--- src/rtl/tff_pkg.sv ---
// Shared constants and helpers for the toggle-cell up/down counter family.
package tff_pkg;

  localparam logic DIR_UP    = 1'b1;
  localparam logic DIR_DN    = 1'b0;
  localparam int   MODE_WRAP = 0;
  localparam int   MODE_SAT  = 1;

  // All-ones pattern of width w, right-aligned in 64 bits; callers truncate.
  function automatic logic [63:0] all_ones(input int unsigned w);
    if (w >= 64) return '1;
    return (64'd1 << w) - 64'd1;
  endfunction

endpackage

--- src/rtl/tff_cell.sv ---
// Single toggle flip-flop with synchronous parallel load; load wins over toggle.
module tff_cell #(
  parameter logic RST_BIT = 1'b0
) (
  input  logic clk,
  input  logic res,
  input  logic t,
  input  logic ld,
  input  logic d,
  output logic q
);

  always_ff @(posedge clk or posedge res) begin
    if (res)
      q <= RST_BIT;
    else if (ld)
      q <= d;
    else if (t)
      q <= ~q;
  end

endmodule

--- src/rtl/tff_updown_counter.sv ---
// WIDTH-bit up/down counter built from chained toggle cells, with load, wrap/saturate
// and a registered terminal-count pulse. Optional match output: TFF_UPDOWN_COUNTER_MATCH_EN.
module tff_updown_counter
  import tff_pkg::*;
#(
  parameter int unsigned WIDTH     = 8,
  parameter int unsigned RESET_VAL = 0,
  parameter int          SATURATE  = MODE_WRAP
) (
  input  logic             clk,
  input  logic             res,
  input  logic             en,
  input  logic             up_dn,
  input  logic             load,
  input  logic [WIDTH-1:0] load_val,
  output logic [WIDTH-1:0] q,
  output logic             tc
`ifdef TFF_UPDOWN_COUNTER_MATCH_EN
  ,
  input  logic [WIDTH-1:0] match_val,
  output logic             match
`endif
);

  localparam logic [WIDTH-1:0] ONES  = WIDTH'(all_ones(WIDTH));
  localparam logic [WIDTH-1:0] RST_Q = WIDTH'(RESET_VAL);
  localparam logic             SAT_ON = (SATURATE == MODE_SAT);

  logic             at_limit;
  logic             step;
  logic             hold;
  logic             run;
  logic [WIDTH-1:0] t;

  // Toggle-enable chain: each cell toggles only when every lower bit is at
  // the carry (up) or borrow (down) value. Saturation kills the whole chain.
  always_comb begin
    at_limit = (up_dn == DIR_DN) ? (q == '0) : (q == ONES);
    step     = en & ~load;
    hold     = SAT_ON & at_limit;
    run      = step & ~hold;
    t        = '0;
    for (int i = 0; i < int'(WIDTH); i++) begin
      t[i] = run;
      run  = run & ((up_dn == DIR_UP) ? q[i] : ~q[i]);
    end
  end

  for (genvar i = 0; i < int'(WIDTH); i++) begin : g_cell
    tff_cell #(
      .RST_BIT (RST_Q[i])
    ) u_cell (
      .clk (clk),
      .res (res),
      .t   (t[i]),
      .ld  (load),
      .d   (load_val[i]),
      .q   (q[i])
    );
  end

  // Boundary events only come from count steps, never from a load.
  always_ff @(posedge clk or posedge res) begin
    if (res)
      tc <= 1'b0;
    else
      tc <= step & at_limit;
  end

`ifdef TFF_UPDOWN_COUNTER_MATCH_EN
  logic [WIDTH-1:0] q_nxt;

  assign q_nxt = load ? load_val : (q ^ t);

  always_ff @(posedge clk or posedge res) begin
    if (res)
      match <= 1'b0;
    else
      match <= (load | en) & (q_nxt == match_val);
  end
`endif

endmodule

--- config.mk ---
export PLATFORM = sky130hd
export DESIGN_NAME = tff_updown_counter
export DESIGN_NICKNAME = d
export VERILOG_FILES = /design/src/rtl/tff_pkg.sv /design/src/rtl/tff_cell.sv /design/src/rtl/tff_updown_counter.sv
export SDC_FILE = /design/constraint.sdc
export NUM_CORES = 1
export LEC_CHECK = 0
export CAP_MARGIN = 10
export CORE_MARGIN = 2
export CORE_UTILIZATION = 45
export DETAILED_ROUTE_END_ITERATION = 8
export GPL_TIMING_DRIVEN = 0
export PLACE_DENSITY = 0.82
export RECOVER_POWER = 100
export SYNTH_ARGS = -nofsm -noshare
export SYNTH_HDL_FRONTEND = slang
export SYNTH_HIERARCHICAL = 1
export SYNTH_SLANG_ARGS = --single-unit
--- constraint.sdc ---
create_clock -name clk -period 3.9 [get_ports clk]
set_clock_uncertainty 0.15 [all_clocks]
set_input_delay 0.975 -clock clk [delete_from_list [all_inputs] [get_ports clk]]
set_output_delay 0.975 -clock clk [all_outputs]
set_load 0.01 [all_outputs]
**After elaboration in Yosys (flattened, before gate mapping)**

Index checks and enable logic that the tools add are counted.

- Register bits after elaboration: 9
- Bits in writable memories: 0
- Output and inout port bits: 9
- ROM bits: 0
- Word-level logic and storage cells: 61
- Latch bits: 0
- Input port bits: 13
- Memories kept: 0

- Order comparisons: 0
- Multiplexer cells: 24
- Shifts and indexed selects: 0
- Add/sub/neg operators: 0
- Equal/unequal tests: 1
- $mul: 0
- Div/mod/pow operators: 0
- Reduce and logical (&&, ||, !) cells: 9
- Bitwise operators: 18

Operator list:

| kind | count |
|---|---|
| 2-to-1 mux 1 bit | 24 |
| nonzero test 2 bit | 8 |
| bitwise AND 1 bit | 9 |
| NOT 1 bit | 9 |
| == test 8 bit (second input constant) | 1 |
| logical NOT 8 bit | 1 |

**Longest topological paths before layout**

Gate-level depths: netlist of run 1.

- Depth in word-level cells: 11
- Gate-level depth with buffers: 6
- Mapped depth without buffers: 6

**Modules after synthesis**

The synthesis of run 1 kept the hierarchy.

By module, submodules not included:

| module | instances | sequential area each (µm²) | cells each | area an instance (µm²) |
|---|---|---|---|---|
| tff_cell | 8 | 25.0 | 5 | 46.3 |
| tff_updown_counter | 1 | 25.0 | 33 | 229.0 |

**Worst setup path before layout of run 1**

No wires, ideal clock.

- Path type: in2reg
- Start: input port up_dn
- End: register g_cell[5].u_cell.q
- Path buffers: 1
- Data required time: 3.629 ns
- Cell stages on the path: 6
- Arrival: 1.815 ns
- Library setup time: 0.121 ns
- Path slack: 1.814 ns
- Path through: buf_6 -> nor4_2 -> o21ai_2 -> a21oi_1 -> xnor2_1 -> o21ai_1

- Word-level cells in the longest chain between the ends: 7
- Elaborated cells on any way between the ends: 11
- Classes of those cells: mux: 5; bitwise: 5; reduce/logical: 1

Ends and longest elaborated chain:

| what | RTL line | RTL |
|---|---|---|
| start: declaration | tff_updown_counter.sv:13 | `input logic up_dn,` |
| 2-to-1 mux 1 bit | tff_updown_counter.sv:45 | `run = run & ((up_dn == DIR_UP) ? q[i] : ~q[i]);` |
| bitwise AND 1 bit (4 in a row) | tff_updown_counter.sv:45 |  |
| bitwise AND 1 bit (*) | tff_updown_counter.sv:45 |  |
| named net t[5] | tff_updown_counter.sv:33 | `logic [WIDTH-1:0] t;` |
| nonzero test 2 bit (no line) (*) | n/a |  |
| end signal: assignment | tff_cell.sv:19 | `q <= ~q;` |
| end: declaration | tff_cell.sv:10 | `output logic q` |

Mark *: on every way through the listed nets, which the timed path passes. The rest lies on a longest branch.
A chain may end at the register's enable or synchronous reset.

**Final worst setup path of run 1**

- Start: input port load
- End: register g_cell[5].u_cell.q

- Word-level cells in the longest chain between the ends: 8
- Elaborated cells on any way between the ends: 9
- Classes of those cells: mux: 1; bitwise: 7; reduce/logical: 1

Ends and longest elaborated chain:

| what | RTL line | RTL |
|---|---|---|
| start: declaration | tff_updown_counter.sv:14 | `input logic load,` |
| NOT 1 bit | tff_updown_counter.sv:39 | `step = en & ~load;` |
| bitwise AND 1 bit | tff_updown_counter.sv:39 |  |
| named net step | tff_updown_counter.sv:30 | `logic step;` |
| bitwise AND 1 bit (5 in a row) | tff_updown_counter.sv:45 |  |
| named net t[5] | tff_updown_counter.sv:33 |  |
| nonzero test 2 bit (no line) | n/a |  |

The timed path passes the listed nets, and every way through them passes these cells.

==> out/metrics.yaml, run 1 <==
hold_class: "reg -> reg"
worstPathArrival_ns: 2.85
synth.area.top_cells: "dfrtp_1, xnor2_1, inv_1"
vias: 568
cts_buffers: 3
p_leak_nw: 0.373
die_area_sq_mm: 0.00164
wl_um: 1240
cts_tree: "done"
synth_edf_count: 0
dr.pass1.iters: 4
cts_setup_buffers: 0
syn_to_final_growth_pct: 40.3
coreArea_sq_mm: 0.00127
remaining_drc_errors: 0
cts.path.max_buffers: 2
cap_violations: 0
path_delay_family: "buffers and inverters"
die_w_um: 40.5
antenna_found_initial: 0
crit_path_max_fanout: 17
async_flop_share_pct: 100
synth_nets: 86
min_period_ns: 2.89
hold_violations: 0
nNetsFinal: 111
p_per_area_mw_per_mm2: 307
tns_ns: 0
status: "finished clean"
holdBufCountCts: 0
yosys.area.top_type: "dfrtp_1"
ir_drop_v: 0.000193
globalplace.congestion: 0.760
synth_most_common_cell: "inv_1"
grt_max_degree: 18
antenna_cells: 0
critPathRequiredTime_ns: 3.86
num_rows: 13
yosysWarnings: 6
fin_crit_sh_pct: 74.2
crit_start: "load"
synth-seq-cells: 9
nFillCells: 111
clock_latency_ns: 0.26
start_kind: "primary input"
multiInputGateArea_sq_um: 310
slew_headroom_pct: 64.3
avgSynthCellArea_sq_um: 8.21
max_stage_delay_ns: 0.74
critPathBufInv: 2
clock.fmax_mhz: 345
synthFlopType: "dfrtp_1"
rsz0062_at_grt: "false"
slew_violations: 0
ys_seq_area_share_pct: 37.6
wire_per_inst_um: 11.1
r2r_cells: 5
cp_slowest_cell: "dlygate4sd3_1"
crit_path_frequent_cell: "o21ai_0"
grtUsageTotal_pct: 17.3
ctsHtreeMaxLevel: 1
synth_cell_type_count: 20
ys_top_cells_by_count: "inv_1, dfrtp_1, nand2_1, o21ai_1, xnor2_1"
first_global_vias: 427
clkTransAtPathRegs_ns: 0.06
post-synth-top-area-fraction_pct: 37.6
grt_pass1_wl_um: 1810
overflow: 0
reg2reg_slack_ns: 1.96
cts_sinks: 9
drtIter0Drc: 6
io_pins: 22
clockRootBuffer: "clkbuf_4"
ant_nets: 0
end_kind: "flip-flop"
vias_per_cell: 5.07
drive_gt1_share_pct: 7.22
endpoint: "g_cell[5].u_cell/q$_DFFE_PP0P_"
start_util_pct: 47.2
regArea_sq_um: 225
ctsResizeCount: 0
place.detailed.hpwl_um: 872
synthesis.instances: 73
portBuffers: 20
setup_viol: 0
crit_chain: "dlygate4sd3_1, nand2b_1, inv_1, o21ai_0, a21oi_1, xnor2_1, o21ai_0"
worstSetupPathType: "in -> reg"
worst_pin_slew_ns: 0.529
total_power_w: 0.000258
synth_area_sq_um: 599
dieHeight_um: 40.5
crit-reg2reg-launch: "g_cell[0].u_cell/q$_DFFE_PP0P_"
r2r_end: "g_cell[5].u_cell/q$_DFFE_PP0P_"
worst-path-stages: 7
## flip-flops by register name, indices dropped and copies added (netlist names)
signal,count
g_cell.u_cell/q,8
tc,1
## through the flow
step | util, % | setup slack [ns] | hold WS, ns | cells | cell area [sq um]
floorplan | - | 1.81 | 0.448 | 73 | 599
global placement | 64.5 | 0.984 | 0.425 | 108 | 818
detailed placement | 64.5 | 0.959 | 0.442 | 108 | 818
CTS | 66.6 | 1.19 | 0.450 | 112 | 845
global route | 66.3 | 0.877 | 0.465 | 112 | 841
finish | 66.3 | 1.01 | 0.448 | 112 | 841
## worst register-to-register path: stages, from the launching register on
cell     delay, ns
dfrtp_1       0.48
and4_2        0.28
o21ai_0       0.45
a21oi_1       0.11
xnor2_1       0.16
o21ai_0       0.22
## cell usage in the layout, fill, tap and decap left out, drive strengths merged, types with 4 or more instances in the layout
cell type,netlist,routed
inv,13,13
dlygate4sd3,0,11
o21ai,10,10
nand2,9,9
dfrtp,9,9
clkdlybuf4s50,0,9
xnor2,8,8
a21oi,4,4
clkbuf,0,4
## how the worst min path moves through the flow
stage                                        start           end  slack [ns]  depth (start not counted)
floorplan           g_cell[7].u_cell/q$_DFFE_PP0P_  tc$_DFF_PP0_        0.45                          2
global placement    g_cell[7].u_cell/q$_DFFE_PP0P_  tc$_DFF_PP0_        0.42                          2
detailed placement  g_cell[7].u_cell/q$_DFFE_PP0P_  tc$_DFF_PP0_        0.44                          2
CTS                 g_cell[7].u_cell/q$_DFFE_PP0P_  tc$_DFF_PP0_        0.45                          2
global route        g_cell[7].u_cell/q$_DFFE_PP0P_  tc$_DFF_PP0_        0.46                          2
finish              g_cell[7].u_cell/q$_DFFE_PP0P_  tc$_DFF_PP0_        0.45                          2
## where the power goes
| group | switching, W | internal (W) |
|---|---|---|
| sequential | 0.0000180 | 0.000102 |
| clock | 0.0000323 | 0.0000394 |
| combinational | 0.0000279 | 0.0000386 |
| total | 0.0000782 | 0.000180 |
## layer usage
metal  part of all wire (%)  global-route usage (%)  vias up
li1                       -                       -      285
met1                     41                    17.4      253
met2                     49                    27.4       24
met3                    6.8                    7.78        6
met4                    2.5                    13.3        0
met5                      0                       0        -
## logic make-up after synthesis
group,synth area share (%)
AOI/OAI and AO/OA,12.3
xor gates and xnor gates,14.6
buffers and inverters,10.0
DFF,37.6
and+or+nand+nor,25.5
## area by class of cell
class	instances	area share, %
inverters	13	5.80
plain buffers	1	1.34
multi-input cells	50	36.9
well taps	15	2.23
flip-flops and latches	9	26.8
repair buffers	20	23.8
clock buffers	4	3.13
Note: power is estimated with default switching activity, not from simulation.
==> run 2: changes to the inputs <==
--- a/config.mk
+++ b/config.mk
@@ -7,10 +7,10 @@
 export LEC_CHECK = 0
 export CAP_MARGIN = 10
 export CORE_MARGIN = 2
-export CORE_UTILIZATION = 45
+export CORE_UTILIZATION = 42
 export DETAILED_ROUTE_END_ITERATION = 8
 export GPL_TIMING_DRIVEN = 0
-export PLACE_DENSITY = 0.82
+export PLACE_DENSITY = 0.77
 export RECOVER_POWER = 100
 export SYNTH_ARGS = -nofsm -noshare
 export SYNTH_HDL_FRONTEND = slang
==> constraint.sdc (replaced) <==
create_clock -name clk -period 2.7 [get_ports clk]
set_clock_uncertainty 0.15 [all_clocks]
set_input_delay 0.675 -clock clk [delete_from_list [all_inputs] [get_ports clk]]
set_output_delay 0.675 -clock clk [all_outputs]
set_load 0.01 [all_outputs]
==> out/metrics.yaml, run 2 (synthesis gave the netlist of run 1 again) <==
design_area_sq_um: 845  # was 841 sq um
ir_drop_v: 0.000281  # was 0.000193 V
status: "finished clean"  # unchanged
reg2reg_slack_ns: 1.10  # was 1.96 ns
globalplace.congestion: 0.718  # was 0.760
min_from: "g_cell[7].u_cell/q$_DFFE_PP0P_"  # unchanged
end_kind: "flip-flop"  # unchanged
die_area_sq_mm: 0.00175  # was 0.00164 sq mm
p_per_area_mw_per_mm2: 437  # was 307 mW/mm^2
cap_violations: 0  # unchanged
antenna_found_initial: 0  # unchanged
num_rows: 13  # unchanged
fin_crit_sh_pct: 86.8
drive_gt1_share_pct: 8.25  # was 7.22%
dr.pass1.iters: 4  # unchanged
cts_tree: "done"  # unchanged
vias_per_cell: 5.06  # was 5.07
hold_violations: 0  # unchanged
clock_latency_ns: 0.25  # was 0.26 ns
placed_cells: 108  # unchanged
worstPathArrival_ns: 2.31  # was 2.85 ns
setup_viol: 0  # unchanged
total_power_w: 0.000369  # was 0.000258 W
final_util_pct: 64.1  # was 66.3%
ctsResizeCount: 0  # unchanged
crit-reg2reg-launch: "g_cell[0].u_cell/q$_DFFE_PP0P_"  # unchanged
holdBufCountCts: 0  # unchanged
start_util_pct: 45.5  # was 47.2%
clkTransAtPathRegs_ns: 0.06  # about the same
grt_max_degree: 18  # unchanged
seqPwrFrac_pct: 46.9  # was 46.5%
cts_setup_buffers: 0  # unchanged
clockRootBuffer: "clkbuf_4"  # unchanged
ctsHtreeMaxLevel: 1  # unchanged
mostFrequentLayoutCell: "inv_1"  # unchanged
antenna_cells: 0  # unchanged
crit_start: "load"  # unchanged
remaining_drc_errors: 0  # unchanged
met2_usage_pct: 25.9  # was 27.4%
overflow: 0  # unchanged
dpl_cell_area_sq_um: 818  # unchanged
io_pins: 22  # unchanged
use_met1_pct: 18.9  # was 17.4%
wire_per_inst_um: 10.9  # was 11.1 um
worst_pin_slew_ns: 0.496  # was 0.529 ns
p_int_w: 0.000260  # was 0.000180 W
cts_buffers: 3  # unchanged
slew_violations: 0  # unchanged
coreArea_sq_mm: 0.00132  # was 0.00127 sq mm
place.detailed.hpwl_um: 906  # was 872 um
mostFrequentLayoutCells: "inv_1, dlygate4sd3_1, nand2_1, dfrtp_1, clkdlybuf4s50_1"  # unchanged
nFillCells: 118  # was 111
worstSetupPathType: "in -> reg"  # unchanged
start_kind: "primary input"  # unchanged
clock.fmax_mhz: 427
hold_class: "reg -> reg"  # unchanged
p_leak_nw: 0.373  # about the same
netSwitchingFraction_pct: 29.5  # was 30.3%
slew_headroom_pct: 66.8  # was 64.3%
dieHeight_um: 41.8  # was 40.5 um
clockPowerShare_pct: 27.1  # was 27.7%
rsz0062_at_grt: "false"  # unchanged
critPathRequiredTime_ns: 2.67  # was 3.86 ns
portBuffers: 20  # unchanged
cts_sinks: 9  # unchanged
p_comb_share_pct: 25.9  # was 25.8%
grt_util_met3_pct: 8.70  # was 7.78%
largest-register: "g_cell.u_cell/q"  # unchanged
largest_reg_flops: 8  # unchanged
p_sw_w: 0.000109  # was 0.0000782 W
wl_um: 1220  # was 1240 um
crit_path_max_fanout: 17  # unchanged
vias: 567  # was 568
grt.busiest_layer: "met2"  # unchanged
tns_ns: 0  # unchanged
grtUsageTotal_pct: 16.2  # was 17.3%
grt_pass1_wl_um: 2130  # was 1810 um
ant_nets: 0  # unchanged
drtIter0Drc: 5  # was 6
syn_to_final_growth_pct: 40.9  # was 40.3%
fin_cells: 112  # unchanged
reg_top3: "g_cell.u_cell/q (8), tc (1)"  # unchanged
first_global_vias: 484  # was 427
die_w_um: 41.8  # was 40.5 um
nNetsFinal: 111  # unchanged
cts.path.max_buffers: 2  # unchanged
min_period_ns: 2.34
[run 2: changes by cell type in the layout (fill, tap and decap cells not counted)]
cell / previous run / this run
o21ai_0: 8 / 7
o21ai_2: 0 / 1
[run 2: path summary, 6_finish.rpt]
check                                                       to  cells past startpoint
worst max-delay path            g_cell[7].u_cell/q$_DFFE_PP0P_                      7
worst min-delay path                              tc$_DFF_PP0_                      2
worst max register to register  g_cell[4].u_cell/q$_DFFE_PP0P_                      5
worst min register to register                    tc$_DFF_PP0_                      2
max in group asynchronous       g_cell[2].u_cell/q$_DFFE_PP0P_                      2
min in group asynchronous       g_cell[7].u_cell/q$_DFFE_PP0P_                      2
[run 2: worst max-delay path, cell delays in order]
cell	delay [ns]
dlygate4sd3_1	0.73
nand2b_1	0.26
inv_1	0.14
o21ai_2	0.11
a21oi_1	0.17
xnor2_1	0.13
o21ai_0	0.08
[run 2: per-layer routing]
layer  up-vias  share of wire (%)
met1       261                 43
met4         0                  0
li1        287                  -
met3         0                7.4
met5         -                  0
met2        19                 50
[run 2: power by group through the flow]
stage / Sequential [W] / Combinational (W) / Clock (W)
3_5_place_dp: 0.000176 / 0.000104 / 0
3_3_place_gp: 0.000175 / 0.000102 / 0
5_1_grt: 0.000176 / 0.000107 / 0.000123
6_report: 0.000173 / 0.0000958 / 0.000100
2_1_floorplan: 0.000178 / 0.0000460 / 0
4_1_cts: 0.000174 / 0.000105 / 0.000105
[run 2: area by class of cell]
cell class              count  area (sq um)  share of cell area [%]
repair buffers             20           200                    23.7
plain buffers               1          11.3                    1.33
flip-flops and latches      9           225                    26.7
multi-input cells          50           314                    37.2
clock buffers               4          26.3                    3.11
well taps                  15          18.8                    2.22
inverters                  13          48.8                    5.78
[run 2: metrics by stage]
step / worst slack, ns / hold slack, ns
6_report: 0.358 / 0.440
3_5_place_dp: 0.0939 / 0.445
2_1_floorplan: 0.914 / 0.254
3_3_place_gp: 0.0930 / 0.432
4_1_cts: 0.356 / 0.457
5_1_grt: 0.211 / 0.493
==> run 3: changes to the inputs <==
--- a/config.mk
+++ b/config.mk
@@ -12,6 +12,7 @@
 export GPL_TIMING_DRIVEN = 0
 export PLACE_DENSITY = 0.77
 export RECOVER_POWER = 100
+export SLEW_MARGIN = 20
 export SYNTH_ARGS = -nofsm -noshare
 export SYNTH_HDL_FRONTEND = slang
 export SYNTH_HIERARCHICAL = 1
==> results of run 3 <==
Final layout, timing and power as in run 2 (identical DEF).
